File: src/rtl/mem_seq_pkg.sv
// mem_seq_pkg: opcode, state, mux-select encodings and per-beat control decode for the stack sequencer
package mem_seq_pkg;
   typedef enum logic [2:0] {NOP = 3'd0, PUSH = 3'd1, POP = 3'd2, CALL = 3'd3, RET = 3'd4, INT = 3'd5, RTI = 3'd6} op_e;
   typedef enum logic [1:0] {IDLE, B1, B2, B3} state_e;
   typedef enum logic [1:0] {ADDR_RSRC = 2'd0, ADDR_RDST = 2'd1, ADDR_ALU = 2'd2, ADDR_SP = 2'd3} addr_sel_e;
   typedef enum logic [2:0] {
      DATA_RSRC = 3'd0, DATA_RDST = 3'd1, DATA_FLAGS = 3'd2, DATA_PC_HI = 3'd3,
      DATA_PC_LO = 3'd4, DATA_PCP_HI = 3'd5, DATA_PCP_LO = 3'd6, DATA_ZERO = 3'd7
   } data_sel_e;
   typedef struct packed {
      logic      rd;
      logic      wr;
      data_sel_e dsel;
      logic      pcl;
      logic      fll;
      logic      last;
   } beat_t;
   function automatic beat_t beat_ctl(input op_e op, input state_e b);
      beat_t c;
      c = '0;
      c.wr = op inside {PUSH, CALL, INT};
      c.rd = op inside {POP, RET, RTI};
      c.last = (b == B1 && op inside {PUSH, POP}) || (b == B2 && op inside {CALL, RET}) || b == B3;
      c.pcl = (b == B2 && op == RET) || (b == B3 && op == RTI);
      c.fll = b == B3 && op == RTI;
      c.dsel = op == CALL ? (b == B1 ? DATA_PCP_HI : DATA_PCP_LO) :
               op == INT  ? (b == B1 ? DATA_PC_HI : b == B2 ? DATA_PC_LO : DATA_FLAGS) : DATA_RSRC;
      return c;
   endfunction
endpackage

File: src/rtl/mem_stack_seq_stack_ptr.sv
// stack_ptr: architectural stack pointer with increment/decrement and a precomputed sp+1
module stack_ptr #(
   parameter int             W       = 16,
   parameter logic [W-1:0]   SP_INIT = 16'h07FF
) (
   input  logic         clk,
   input  logic         rst,
   input  logic         inc,
   input  logic         dec,
   output logic [W-1:0] sp,
   output logic [W-1:0] sp_p1
);
   assign sp_p1 = sp + W'(1);
   always_ff @(posedge clk or negedge rst)
      if (!rst) sp <= SP_INIT;
      else if (inc ^ dec) sp <= inc ? sp_p1 : sp - W'(1);
endmodule

File: src/rtl/mem_stack_seq.sv
// mem_stack_seq: expands stack ops into 1-3 memory beats, owns sp, stalls the front-end and returns popped PC/flags
module mem_stack_seq
   import mem_seq_pkg::*;
#(
   parameter int           W       = 16,
   parameter logic [W-1:0] SP_INIT = 16'h07FF
) (
   input  logic           clk,
   input  logic           rst,
   input  logic           op_valid,
   input  logic [2:0]     op_code,
   input  logic [W-1:0]   mem_rd_data,
   output logic           seq_active,
   output logic           mem_read,
   output logic           mem_write,
   output logic [1:0]     mem_addr_sel,
   output logic [2:0]     mem_data_sel,
   output logic [W-1:0]   sp_addr,
   output logic [W-1:0]   sp,
   output logic           stall,
   output logic [2*W-1:0] pc_out,
   output logic           pc_load,
   output logic [2:0]     flags_out,
   output logic           flags_load
);
   state_e       state, nxt;
   op_e          op_q;
   beat_t        cur;
   logic [W-1:0] lo_reg, sp_p1;
   logic [2:0]   flag_reg;
   logic         accept;
   assign accept = rst && state == IDLE && op_valid && op_code inside {[3'd1:3'd6]};
   assign nxt = state == B1 ? B2 : B3;
   // cur holds the control word of the beat issuing now, so memory controls come straight from flops
   always_ff @(posedge clk or negedge rst)
      if (!rst) begin
         state    <= IDLE;
         op_q     <= NOP;
         cur      <= '0;
         lo_reg   <= '0;
         flag_reg <= '0;
      end else begin
         if (state == IDLE) begin
            if (accept) begin
               state <= B1;
               op_q  <= op_e'(op_code);
               cur   <= beat_ctl(op_e'(op_code), B1);
            end
         end else if (cur.last) begin
            state <= IDLE;
            cur   <= '0;
         end else begin
            state <= nxt;
            cur   <= beat_ctl(op_q, nxt);
         end
         // non-final pops of RET/RTI: RTI pops flags first, every other early pop is the PC low half
         if (cur.rd && !cur.last) begin
            if (op_q == RTI && state == B1) flag_reg <= mem_rd_data[2:0];
            else lo_reg <= mem_rd_data;
         end
      end
   stack_ptr #(.W(W), .SP_INIT(SP_INIT)) u_sp (
      .clk   (clk),
      .rst   (rst),
      .inc   (cur.rd),
      .dec   (cur.wr),
      .sp    (sp),
      .sp_p1 (sp_p1)
   );
   assign seq_active   = state != IDLE;
   assign mem_read     = cur.rd;
   assign mem_write    = cur.wr;
   assign mem_data_sel = cur.dsel;
   assign mem_addr_sel = seq_active ? ADDR_SP : ADDR_RSRC;
   assign sp_addr      = cur.rd ? sp_p1 : cur.wr ? sp : '0;
   assign stall        = seq_active ? !cur.last : accept;
   assign pc_load      = cur.pcl;
   assign flags_load   = cur.fll;
   assign pc_out       = cur.pcl ? {mem_rd_data, lo_reg} : '0;
   assign flags_out    = cur.fll ? flag_reg : '0;
endmodule

File: config.mk
export PLATFORM = sky130hd
export DESIGN_NAME = mem_stack_seq
export DESIGN_NICKNAME = d
export VERILOG_FILES = /design/src/rtl/mem_seq_pkg.sv /design/src/rtl/mem_stack_seq_stack_ptr.sv /design/src/rtl/mem_stack_seq.sv
export SDC_FILE = /design/constraint.sdc
export NUM_CORES = 1
export LEC_CHECK = 0
export ABC_AREA = 1
export BUFFER_PORTS_ARGS = -buffer_cell sky130_fd_sc_hd__buf_2
export CORE_MARGIN = 1
export CORE_UTILIZATION = 50
export DETAILED_ROUTE_END_ITERATION = 6
export PLACE_DENSITY = 0.78
export SYNTH_ARGS = -nofsm -noshare
export SYNTH_HDL_FRONTEND = slang
export SYNTH_SLANG_ARGS = --single-unit
File: constraint.sdc
create_clock -name clk -period 3.7 [get_ports clk]
set_input_delay 0.555 -clock clk [delete_from_list [all_inputs] [get_ports clk]]
set_output_delay 0.555 -clock clk [all_outputs]
set_load 0.01 [all_outputs]
-- Word level (Yosys, flattened, before mapping)
Index checks and enable logic that the tools add are counted.
- output and inout bits: 78
- register bits after elaboration: 48
- input port bits: 22
- word-level logic and storage cells: 81
- equality and inequality tests: 17
- bitwise gates (word level): 2
- magnitude comparators: 2
- mux-type cells: 21
- add/subtract/negate cells: 2
- reductions and logical operators: 26
- operator list (kind ; number):
    2-to-1 mux 16 bit ; 3
    2-to-1 mux 32 bit ; 1
    2-to-1 mux 8 bit ; 3
    equality test 3 bit, second input constant ; 6
    2-to-1 mux 3 bit ; 6
    adder 16 x 1 -> 16 bit, second input constant ; 1
    subtractor 16 x 1 -> 16 bit, second input constant ; 1
    equality test 3 x 2 -> 1 bit, second input constant ; 4
    2-to-1 mux 2 bit ; 6
    nonzero test 3 bit ; 4
    logical AND 1 bit ; 10
    nonzero test 2 bit ; 4
    equality test 3 x 1 -> 1 bit, second input constant ; 2
    AND reduction 2 bit ; 3
    equality test 2 x 1 -> 1 bit, second input constant ; 2
    equality test 2 bit, second input constant ; 2
    greater-or-equal comparator 3 x 1 -> 1 bit, second input constant ; 1
    <= comparator 3 bit, second input constant ; 1
    logical OR 1 bit ; 3
    logical NOT 2 bit ; 1
    2-to-1 mux 1 bit ; 2
    != test 2 bit, second input constant ; 1
    logical NOT 1 bit ; 1
    inverter 1 bit ; 1
    bitwise XOR 1 bit ; 1

-- Longest topological paths before layout
- depth after elaboration: 9
- gate-level depth with buffers: 13
- depth with buffers taken out: 13

-- Modules after synthesis
Synthesis repeated with hierarchy kept, for this count alone.
- cells, all modules: 532
- area total of the unflattened synthesis: 3520.9 um^2
- modules (own cells, without submodules) (module ; cells each ; area each (um^2) ; seq. area each (um^2) ; times used):
    mem_stack_seq ; 309 ; 2033.2 ; 800.8 ; 1
    stack_ptr ; 223 ; 1487.7 ; 414.1 ; 1

-- Worst setup path after synthesis
No wires, ideal clock.
- path type: flip-flop to output port
- start: reg u_sp.sp[1]
- end: out sp_addr[14]
- setup slack: 1.731 ns
- stages on the path, launching flop included: 9
- required time: 3.145 ns
- path buffers: 0
- arrival: 1.414 ns
- path through: dfstp_2 -> ha_1 -> nand2_1 -> nor2_4 -> nand3_1 -> nand2_1 -> nand2_1 -> nand2_1 -> o21ai_0
- cells in the longest elaborated chain, start to end: 2
- RTL lines (item ; line ; RTL):
    start, declared ; mem_stack_seq_stack_ptr.sv:10 ; output logic [W-1:0] sp,
    start signal, assigned ; mem_stack_seq_stack_ptr.sv:16 ; else if (inc ^ dec) sp <= inc ? sp_p1 : sp - W'(1);
    adder 16 x 1 -> 16 bit ; mem_stack_seq_stack_ptr.sv:13 ; assign sp_p1 = sp + W'(1);
    2-to-1 mux 16 bit ; mem_stack_seq.sv:75 ; assign sp_addr = cur.rd ? sp_p1 : cur.wr ? sp : '0;
    end, declared ; mem_stack_seq.sv:18 ; output logic [W-1:0] sp_addr,
No other way between the ends.

-- Final worst setup path
- start: reg u_sp.sp[6]
- end: out sp_addr[12]
Same word-level chain as after synthesis.

==> flow_metrics.tcl <==
set metrics [dict create \
    numCtsBuffers 5 \
    grt.total_usage_pct 23.9 \
    clkPwrFrac_pct 13.9 \
    grt_pass1_wl_um 14100 \
    critPathMaxFanout 11 \
    finalSetupViolCount 0 \
    vias 3454 \
    seq_area_frac_synth_pct 35.5 \
    p_switching_mw 1.41 \
    arrival_ns 2.02 \
    timing.final.crit_share_pct 69.6 \
    hold_class "in -> async" \
    antenna_cells 0 \
    final_common_cell "nand2_1" \
    pwr-share-comb_pct 49.9 \
    boundaryPins 100 \
    synth_compound_area_share_pct 10.1 \
    wirelength_um 8350 \
    post_cts_buffers 0 \
    drive_gt1_share_pct 27.7 \
    synth_xor_area_share_pct 0.512 \
    powerDensity_nw_per_um2 754 \
    num_rows 29 \
    synthesis.area_um2 3420 \
    final_cell_mix "nand2_1 (163), buf_2 (99), inv_1 (67)" \
    fin_tns_setup_ns 0 \
    placed_cell_area_um2 3860 \
    synthMuxAreaShare_pct 4.72 \
    relSlewSlack_pct 33.4 \
    drt-wirelength-per-cell_um 12.7 \
    fin_area_um2 3990 \
    syn2layout_area_growth_pct 16.7 \
    yosys.area_share.simple_pct 35.4 \
    antenna_found_initial 0 \
    die_w_um 84.7 \
    syn_inst 497 \
    start_kind "flop" \
    drcViolationCount 1 \
    cts_hold_buf 0 \
    grt_max_degree 49 \
    cts-root-buf "clkbuf_8" \
    worstReg2RegStart "mem_read" \
    p_seq_share_pct 36.3 \
    p_int_mw 1.60 \
    worstPathRequired_ns 3.14 \
    place_congestion 0.869 \
    dieArea_um2 7170 \
    cts.sink_count 48 \
    startpoint "u_sp.sp[6]" \
    endpoint_kind "output pin" \
    cts-htree-levels 2 \
    worstSkewPairLatency_ns 0.29 \
    rsz0062_at_grt "no" \
    synth_cell_types 37 \
    first_global_vias 3163 \
    period_needed_ns 2.58 \
    ir_worst_vdd_mv 0.401 \
    final_util_pct 61.8 \
    drtPass1Iterations 7 \
    synth_nets 521 \
    dp_hpwl_um 6180 \
    worst-setup-path-type "reg -> out" \
    grt-ovfl-total 0 \
    synth_top_family_by_area "simple AND/OR/NAND/NOR gates" \
    ys_warn_count 0 \
    clock_path_buffers 2 \
    power_leakage_nw 2.39 \
    cap_viol_max_count 0 \
    fin_total_pwr_mw 3.01 \
    fin_worst_skew_ns 0.00815 \
    yosysTopAreaCell "dfrtp_1" \
    cts-resized-gates 0 \
    hold_viol 0 \
    avgViaCountPerCell 5.25 \
    clkSlewWorstSetupHoldPaths_ns 0.09 \
    initial_core_util_pct 52.9 \
    synth_fa_ha_area_share_pct 0.732 \
    coreArea_um2 6460 \
    synth_area_leaders "dfrtp_1 (27%), nand2_1 (18%), dfstp_2 (8.5%), inv_1 (7.4%), nand3_1 (5.3%)" \
    postSynthAreaPerCell_um2 6.88 \
    ys_ff_latch 48 \
    worst_pin_slew_ns 0.999 \
    violations "design-rule violations" \
    port_buffers 99 \
    fmax_mhz 388 \
    drtIter0Drc 231 \
    fillCellCount 610 \
    ant_nets 0 \
    fp.dieH_um 84.7 \
    swShare_pct 46.9 \
    slew_viol_final 0 \
    outcome "complete, but fails checks" \
    num-nets-final 604 \
    synth_top_area_share_pct 27.1 \
    cts_tree "done" \
]
[kinds of logic (layout without fill, tap and decap cells)]
kind of cell | Yosys count | in the layout
XOR/XNOR | 2 | 2
AND/OR/NAND/NOR | 273 | 273
buffers and inverters | 99 | 183
multiplexers | 13 | 13
flip-flops | 48 | 48
AO/OA/AOI/OAI | 60 | 60
adder cells (fa/ha/maj) | 2 | 2
[through the flow]
step / cells / hold slack (ns) / setup slack, ns
final: 658 / 0.416 / 1.12
after global routing: 658 / 0.467 / 1.00
after CTS: 658 / 0.433 / 1.15
after detailed placement: 650 / 0.480 / 1.49
after global placement: 650 / 0.469 / 1.53
after floorplan: 497 / 0.259 / 1.73
[routing by layer]
metal | wire (um) | vias up | global-route usage, %
met5 | 0 | - | 0
met4 | 135 | 0 | 7.70
met3 | 563 | 13 | 3.64
met2 | 3970 | 145 | 39.8
met1 | 3680 | 1570 | 32.1
li1 | - | 1726 | -
[worst max-delay path: stages (launching register included)]
cell and delay (ns):
dfstp_2 0.67, nand2_1 0.16, nor3_1 0.33, nand3_1 0.13, nand2_1 0.09, nand3_1 0.09, o21ai_0 0.10, buf_2 0.15
[cell usage after synthesis (all sizes together)]
cell      n
a21oi     6
inv      73
xor2      2
o221ai    2
clkbuf    6
nand2   170
buf      19
nor2     48
nand3    38
nor3      8
dfstp    11
dfrtp    37
o21ai    39
mux2     13
a31oi     4
ha        2
o21a      3
o31ai     3
nand4     9
o211ai    3
clkinv    1
[path summary, 6_finish.rpt]
check / to / slack (ns) / depth (start not counted)
min: mem_write / 0.42 / 2
max in group asynchronous: lo_reg[11] / 2.87 / 2
min in group clk: lo_reg[2] / 0.50 / 2
max: sp_addr[12] / 1.12 / 7
min reg2reg: lo_reg[2] / 0.50 / 2
max reg2reg: u_sp.sp[4] / 1.50 / 6
[power groups by stage]
stage	sequential, mW	combinational, mW	clock (mW)
global placement	1.09	1.46	0
global route	1.13	1.68	0.443
CTS	1.08	1.50	0.424
finish	1.09	1.50	0.417
floorplan	0.978	1.22	0
detailed placement	1.09	1.50	0
[final cells by class]
| type | count | area [um^2] | area share (%) |
|---|---|---|---|
| Timing Repair Buffer | 101 | 510 | 12.8 |
| Inverter | 74 | 280 | 7.03 |
| Sequential cell | 48 | 1210 | 30.5 |
| Tap cell | 77 | 96.3 | 2.42 |
| Clock inverter | 1 | 30.0 | 0.753 |
| Clock buffer | 7 | 96.3 | 2.42 |
| Multi-Input combinational cell | 350 | 1760 | 44.1 |
No activity file was read; power rests on OpenSTA's default activity.
